$ cat src/rtl/fetch_unit_if.sv
`default_nettype none
// ============================================================================
// Module   : fetch_unit_if
// Brief    : Loader, instruction-memory and decode-side bundle of fetch_unit.
// Revision : 1.0
// ============================================================================
interface fetch_unit_if #(
  parameter int PC_W    = 27,
  parameter int IMEM_AW = 15
);
  logic               ld_valid;
  logic [31:0]        ld_data;
  logic               ld_done;
  logic [IMEM_AW-1:0] imem_addr;
  logic               imem_we;
  logic [31:0]        imem_wdata;
  logic [31:0]        imem_rdata;
  logic               n_stall;
  logic               dec_nstall;
  logic               redirect;
  logic [PC_W-1:0]    redirect_pc;
  logic [31:0]        inst;
  logic [PC_W-1:0]    if_pc;
  logic               running;
  logic [IMEM_AW:0]   load_words;

  modport master (
    input  ld_valid, ld_data, ld_done, imem_rdata,
    input  n_stall, dec_nstall, redirect, redirect_pc,
    output imem_addr, imem_we, imem_wdata,
    output inst, if_pc, running, load_words
  );

  modport slave (
    output ld_valid, ld_data, ld_done, imem_rdata,
    output n_stall, dec_nstall, redirect, redirect_pc,
    input  imem_addr, imem_we, imem_wdata,
    input  inst, if_pc, running, load_words
  );
endinterface
`default_nettype wire

$ cat src/rtl/fetch_unit.sv
`default_nettype none
// ============================================================================
// Module   : fetch_unit
// Brief    : Boot loader plus PC/instruction-memory fetch stage for decode.
// Revision : 1.0
// ============================================================================
module fetch_unit #(
  parameter int PC_W    = 27,
  parameter int IMEM_AW = 15
) (
  input  logic         clk,
  input  logic         rst,
  fetch_unit_if.master bus
);

  localparam logic [1:0] c_BOOT  = 2'd0;
  localparam logic [1:0] c_PRIME = 2'd1;
  localparam logic [1:0] c_RUN   = 2'd2;

  logic [1:0]         r_state;
  logic [1:0]         w_state_nxt;
  logic [IMEM_AW:0]   r_wcnt;
  logic [PC_W-1:0]    r_pc_q;
  logic               r_vld;
  logic               r_running;
  logic [PC_W-1:0]    w_pc_inc;
  logic [PC_W-1:0]    w_redir_pc;
  logic               w_full;
  logic               w_advance;
  logic [IMEM_AW-1:0] w_imem_addr;
  logic               w_imem_we;

  assign w_full     = r_wcnt[IMEM_AW];
  assign w_advance  = bus.n_stall && bus.dec_nstall;
  assign w_pc_inc   = r_pc_q + PC_W'(4);
  assign w_redir_pc = {bus.redirect_pc[PC_W-1:2], 2'b00};

  // The address is chosen combinationally so the synchronous read lands on
  // the next cycle's PC, giving zero-bubble redirects and stable stalls.
  always_comb begin
    w_state_nxt = r_state;
    w_imem_addr = '0;
    w_imem_we   = 1'b0;
    case (r_state)
      c_BOOT: begin
        w_imem_addr = r_wcnt[IMEM_AW-1:0];
        w_imem_we   = rst && bus.ld_valid && !w_full;
        if (bus.ld_done) begin
          w_state_nxt = c_PRIME;
        end
      end
      c_PRIME: begin
        w_state_nxt = c_RUN;
      end
      c_RUN: begin
        if (bus.redirect) begin
          w_imem_addr = bus.redirect_pc[IMEM_AW+1:2];
        end else if (w_advance) begin
          w_imem_addr = w_pc_inc[IMEM_AW+1:2];
        end else begin
          w_imem_addr = r_pc_q[IMEM_AW+1:2];
        end
      end
      default: begin
        w_state_nxt = c_BOOT;
      end
    endcase
  end

  always_ff @(posedge clk) begin
    if (!rst) begin
      r_state   <= c_BOOT;
      r_wcnt    <= '0;
      r_pc_q    <= '0;
      r_vld     <= 1'b0;
      r_running <= 1'b0;
    end else begin
      r_state   <= w_state_nxt;
      r_running <= (w_state_nxt == c_RUN);
      case (r_state)
        c_BOOT: begin
          if (w_imem_we) begin
            r_wcnt <= r_wcnt + 1'b1;
          end
        end
        c_PRIME: begin
          r_pc_q <= '0;
          r_vld  <= 1'b1;
        end
        c_RUN: begin
          if (bus.redirect) begin
            r_pc_q <= w_redir_pc;
          end else if (w_advance) begin
            r_pc_q <= w_pc_inc;
          end
        end
        default: begin
          r_vld <= 1'b0;
        end
      endcase
    end
  end

  assign bus.imem_addr  = w_imem_addr;
  assign bus.imem_we    = w_imem_we;
  assign bus.imem_wdata = bus.ld_data;
  assign bus.inst       = r_vld ? bus.imem_rdata : 32'h0;
  assign bus.if_pc      = r_pc_q;
  assign bus.running    = r_running;
  assign bus.load_words = r_wcnt;

endmodule
`default_nettype wire
$ cat src/flat_wrapper.sv
// flat-port wrapper written by rule: the top's interface ports become plain ports
module fetch_unit_flat 
#(
  parameter int PC_W    = 27,
  parameter int IMEM_AW = 15
)
  (clk, rst, bus_ld_valid, bus_ld_data, bus_ld_done, bus_imem_rdata, bus_n_stall, bus_dec_nstall, bus_redirect, bus_redirect_pc, bus_imem_addr, bus_imem_we, bus_imem_wdata, bus_inst, bus_if_pc, bus_running, bus_load_words);
  fetch_unit_if #(.PC_W(PC_W), .IMEM_AW(IMEM_AW)) bus_i ();
  input  logic clk;
  input  logic rst;
  input wire logic [$bits(bus_i.ld_valid)-1:0] bus_ld_valid;
  input wire logic [$bits(bus_i.ld_data)-1:0] bus_ld_data;
  input wire logic [$bits(bus_i.ld_done)-1:0] bus_ld_done;
  input wire logic [$bits(bus_i.imem_rdata)-1:0] bus_imem_rdata;
  input wire logic [$bits(bus_i.n_stall)-1:0] bus_n_stall;
  input wire logic [$bits(bus_i.dec_nstall)-1:0] bus_dec_nstall;
  input wire logic [$bits(bus_i.redirect)-1:0] bus_redirect;
  input wire logic [$bits(bus_i.redirect_pc)-1:0] bus_redirect_pc;
  output wire logic [$bits(bus_i.imem_addr)-1:0] bus_imem_addr;
  output wire logic [$bits(bus_i.imem_we)-1:0] bus_imem_we;
  output wire logic [$bits(bus_i.imem_wdata)-1:0] bus_imem_wdata;
  output wire logic [$bits(bus_i.inst)-1:0] bus_inst;
  output wire logic [$bits(bus_i.if_pc)-1:0] bus_if_pc;
  output wire logic [$bits(bus_i.running)-1:0] bus_running;
  output wire logic [$bits(bus_i.load_words)-1:0] bus_load_words;
  assign bus_i.ld_valid = bus_ld_valid;
  assign bus_i.ld_data = bus_ld_data;
  assign bus_i.ld_done = bus_ld_done;
  assign bus_i.imem_rdata = bus_imem_rdata;
  assign bus_i.n_stall = bus_n_stall;
  assign bus_i.dec_nstall = bus_dec_nstall;
  assign bus_i.redirect = bus_redirect;
  assign bus_i.redirect_pc = bus_redirect_pc;
  assign bus_imem_addr = bus_i.imem_addr;
  assign bus_imem_we = bus_i.imem_we;
  assign bus_imem_wdata = bus_i.imem_wdata;
  assign bus_inst = bus_i.inst;
  assign bus_if_pc = bus_i.if_pc;
  assign bus_running = bus_i.running;
  assign bus_load_words = bus_i.load_words;
  fetch_unit #(.PC_W(PC_W), .IMEM_AW(IMEM_AW)) u_core (.clk(clk), .rst(rst), .bus(bus_i));
endmodule
$ cat config.mk
export PLATFORM = sky130hd
export DESIGN_NAME = fetch_unit_flat
export DESIGN_NICKNAME = d
export VERILOG_FILES = /design/src/rtl/fetch_unit_if.sv /design/src/rtl/fetch_unit.sv /design/src/flat_wrapper.sv
export SDC_FILE = /design/constraint.sdc
export NUM_CORES = 1
export LEC_CHECK = 0
export CAP_MARGIN = 20
export CORE_MARGIN = 5
export CORE_UTILIZATION = 34
export DETAILED_ROUTE_END_ITERATION = 12
export HOLD_SLACK_MARGIN = 0.1
export PLACE_DENSITY = 0.79
export SETUP_SLACK_MARGIN = 0.3
export SLEW_MARGIN = 30
export SYNTH_ARGS = -nofsm -noshare
export SYNTH_HDL_FRONTEND = slang
export SYNTH_SLANG_ARGS = --single-unit
$ cat constraint.sdc
create_clock -name clk -period 2 [get_ports clk]
set_input_delay 0.3 -clock clk [delete_from_list [all_inputs] [get_ports clk]]
set_output_delay 0.3 -clock clk [all_outputs]
set_load 0.01 [all_outputs]
==> results_dict.tcl <==
set metrics [dict create \
    detail_route.drc_violations 0 \
    synth-edff-count 0 \
    violations_in_the_final_reports "setup timing" \
    diodes 0 \
    synth-async-reset-ratio 0 \
    fin_ws_ps -93.5 \
    maxCapViolCount 0 \
    worstSetupStartpointType "flip-flop" \
    setup_viol_count_final 9 \
    worst_clock_skew_ps 5.66 \
    clockBufferDepth 2 \
    first_pass_drt_iterations 5 \
    status "finished with violations" \
    finalWirelength_um 16200 \
    predominant_post_synthesis_flop_cell "dfxtp_1" \
    sequentialPowerShare 0.315 \
    timing.final.crit_share 1.05 \
    worst_ep_arrival_time_ps 1790 \
    core_ar_sq_um 9820 \
    synth_instances 474 \
    drive_gt1_frac 0.356 \
    clock_tree_root_buffer_cell "clkbuf_8" \
    power_switching_uw 1030 \
    critical_path_peak_fanout 5 \
    post_drt_wl_per_cell_um 19.8 \
    start_util 0.351 \
    final.fill_count 747 \
    hold_violations 0 \
    die-height_um 111 \
    reg2reg_slack_ps 110 \
    floorplan.rows 36 \
    power.internal_uw 2070 \
    netlist-cell-type-count 52 \
    area_delta_synth_final_pct 85.5 \
    period_needed_ps 2090 \
    cts-buffers-inserted 5 \
    clk_pin_slew_ps 90 \
    syn-mean-instance-area_sq_um 7.27 \
    synth_commonest_cells "dfxtp_1 (45), nand2_1 (41), nor2_1 (41)" \
    power-per-cell-area_nw_per_um2 485 \
    die_area_sq_um 12200 \
    report.power.total_uw 3100 \
    cp-end-kind "output pin" \
    peakVddDrop_mv 0.342 \
    synth.yosys.warnings 0 \
    clkLatencyLatePin_ps 300 \
    syn_area_sq_um 3440 \
    globalRouteTotalUtil 0.229 \
    yosys.area.top_type "dfxtp_1" \
    synth-seq-area-share 0.262 \
    timing_max_transition_violations_final 0 \
    ys_seq_elements 45 \
    switching_share 0.333 \
    power.share.combinational 0.446 \
    grt_max_degree 25 \
    fin_tns_setup_ps -345 \
    die_width_um 111 \
    yosys-top-cells-area "dfxtp_1 (26%), buf_4 (7.8%), and2_1 (6.9%)" \
    hold_class "flip-flop to flip-flop" \
    clockPowerShare 0.239 \
    grt_antenna_before_repair 0 \
    overflow 0 \
    path_class "flip-flop to output pin" \
    tritoncts "built" \
    htreeDepth 2 \
    worst_path_required_time_ps 1700 \
    port_buffers 153 \
    placement.setup.worst_slack_ps -540 \
    ios 222 \
    detailed_router_s_first_iteration_violation_count 467 \
    synth_top_area_frac 0.262 \
    clock-sinks 45 \
    clock.fmax_ghz 0.478 \
    synth_most_common_cell "dfxtp_1" \
    vias 4664 \
    fin_nets 788 \
    gp_congestion 0.923 \
    dpl.hpwl_um 10900 \
    layout.cell_area.non_filler_sq_um 6390 \
    rsz0062_at_grt "true" \
    antenna_violating_nets_post_route 0 \
    route.detailed.vias_per_inst 5.70 \
    number_of_global_route_vias_before_repair 4523 \
    detailed_place.area_sq_um 5430 \
    power.static_leakage_uw 0.00270 \
    grt_first_pass_wirelength_um 23500 \
]
-- registers in the layout (all words and copies together), names as in the netlist --
signal	count
u_core.bus.if_pc	25
u_core.bus.load_words	16
u_core.bus.running	1
u_core.r_state	2
u_core.r_vld	1
-- power groups by stage --
stage / Sequential [uW] / Combinational (uW) / Clock, uW
after floorplan: 996 / 501 / 0
after global placement: 980 / 1060 / 0
after detailed placement: 984 / 1080 / 0
after CTS: 974 / 1230 / 749
after global routing: 981 / 1460 / 777
final: 978 / 1380 / 742
-- cell type report --
cell class              count  area, sq um  share of cell area
multi-input cells         349         2640               0.413
repair buffers            268         2470               0.387
flip-flops and latches     45          931               0.146
well taps                 133          166              0.0260
clock buffers               6         82.6              0.0129
inverters                  15         58.8             0.00920
clock inverters             2         36.3             0.00568
-- cells in the final DEF, fill, tap and decap left out, drive strengths merged, types with 10 or more instances in the layout --
cell type / n
o21ai: 39
nand3: 19
buf: 130
nand2: 41
nor2: 42
xnor2: 17
nand4: 13
and2: 39
inv: 15
a32oi: 10
dfxtp: 45
dlygate4sd2: 35
clkdlybuf4s50: 95
a21oi: 27
-- cells by family after synthesis --
| logic type | Yosys count | share of synthesized area |
|---|---|---|
| adders and majority gates | 6 | 0.0218 |
| other | 1 | 0.00109 |
| DFF | 45 | 0.262 |
| buffers and inverters | 81 | 0.130 |
| and+or+nand+nor | 192 | 0.291 |
| xor gates and xnor gates | 26 | 0.0661 |
| AOI/OAI and AO/OA | 121 | 0.222 |
| muxes | 2 | 0.00581 |
-- critical path, stage by stage, from the launching register on --
cell and delay, ps:
dfxtp_4 380, ha_4 140, and3_4 240, and4_4 230
nand3_2 90, xnor2_1 150, o21ai_1 110, buf_2 160
-- final timing paths --
check	start	end	cells after the start
worst max register to register	u_core.r_state[1]$_SDFF_PN0_	u_core.bus.load_words[6]$_SDFFE_PN0P_	10
worst min register to register	u_core.bus.load_words[15]$_SDFFE_PN0P_	u_core.bus.load_words[15]$_SDFFE_PN0P_	1
worst max-delay path	u_core.bus.if_pc[3]$_SDFFE_PN0P_	bus_imem_addr[14]	7
worst min-delay path	u_core.bus.load_words[15]$_SDFFE_PN0P_	u_core.bus.load_words[15]$_SDFFE_PN0P_	1
-- metrics by stage --
stage,instances,hold WS (ps),utilization
2_1_floorplan,475,409,-
3_3_place_gp,774,472,0.553
3_5_place_dp,774,496,0.553
4_1_cts,802,543,0.604
5_1_grt,818,583,0.651
6_report,818,548,0.651
-- metal layers --
| metal | global-route usage | vias up | wire, um |
|---|---|---|---|
| met5 | 0 | - | 0 |
| met4 | 0.103 | 0 | 623 |
| met3 | 0.0584 | 65 | 1540 |
| met2 | 0.415 | 360 | 8150 |
| met1 | 0.249 | 2179 | 5870 |
| li1 | - | 2060 | - |
-- what timing repair did --
item	in CTS	in global routing
cloned	3	0
setup buffers	17	16
resized for setup	188	91
pin swaps	47	51
endpoints found under the setup margin	83	64
hold buffers	0	0
Note: power is estimated with default switching activity, not from simulation.
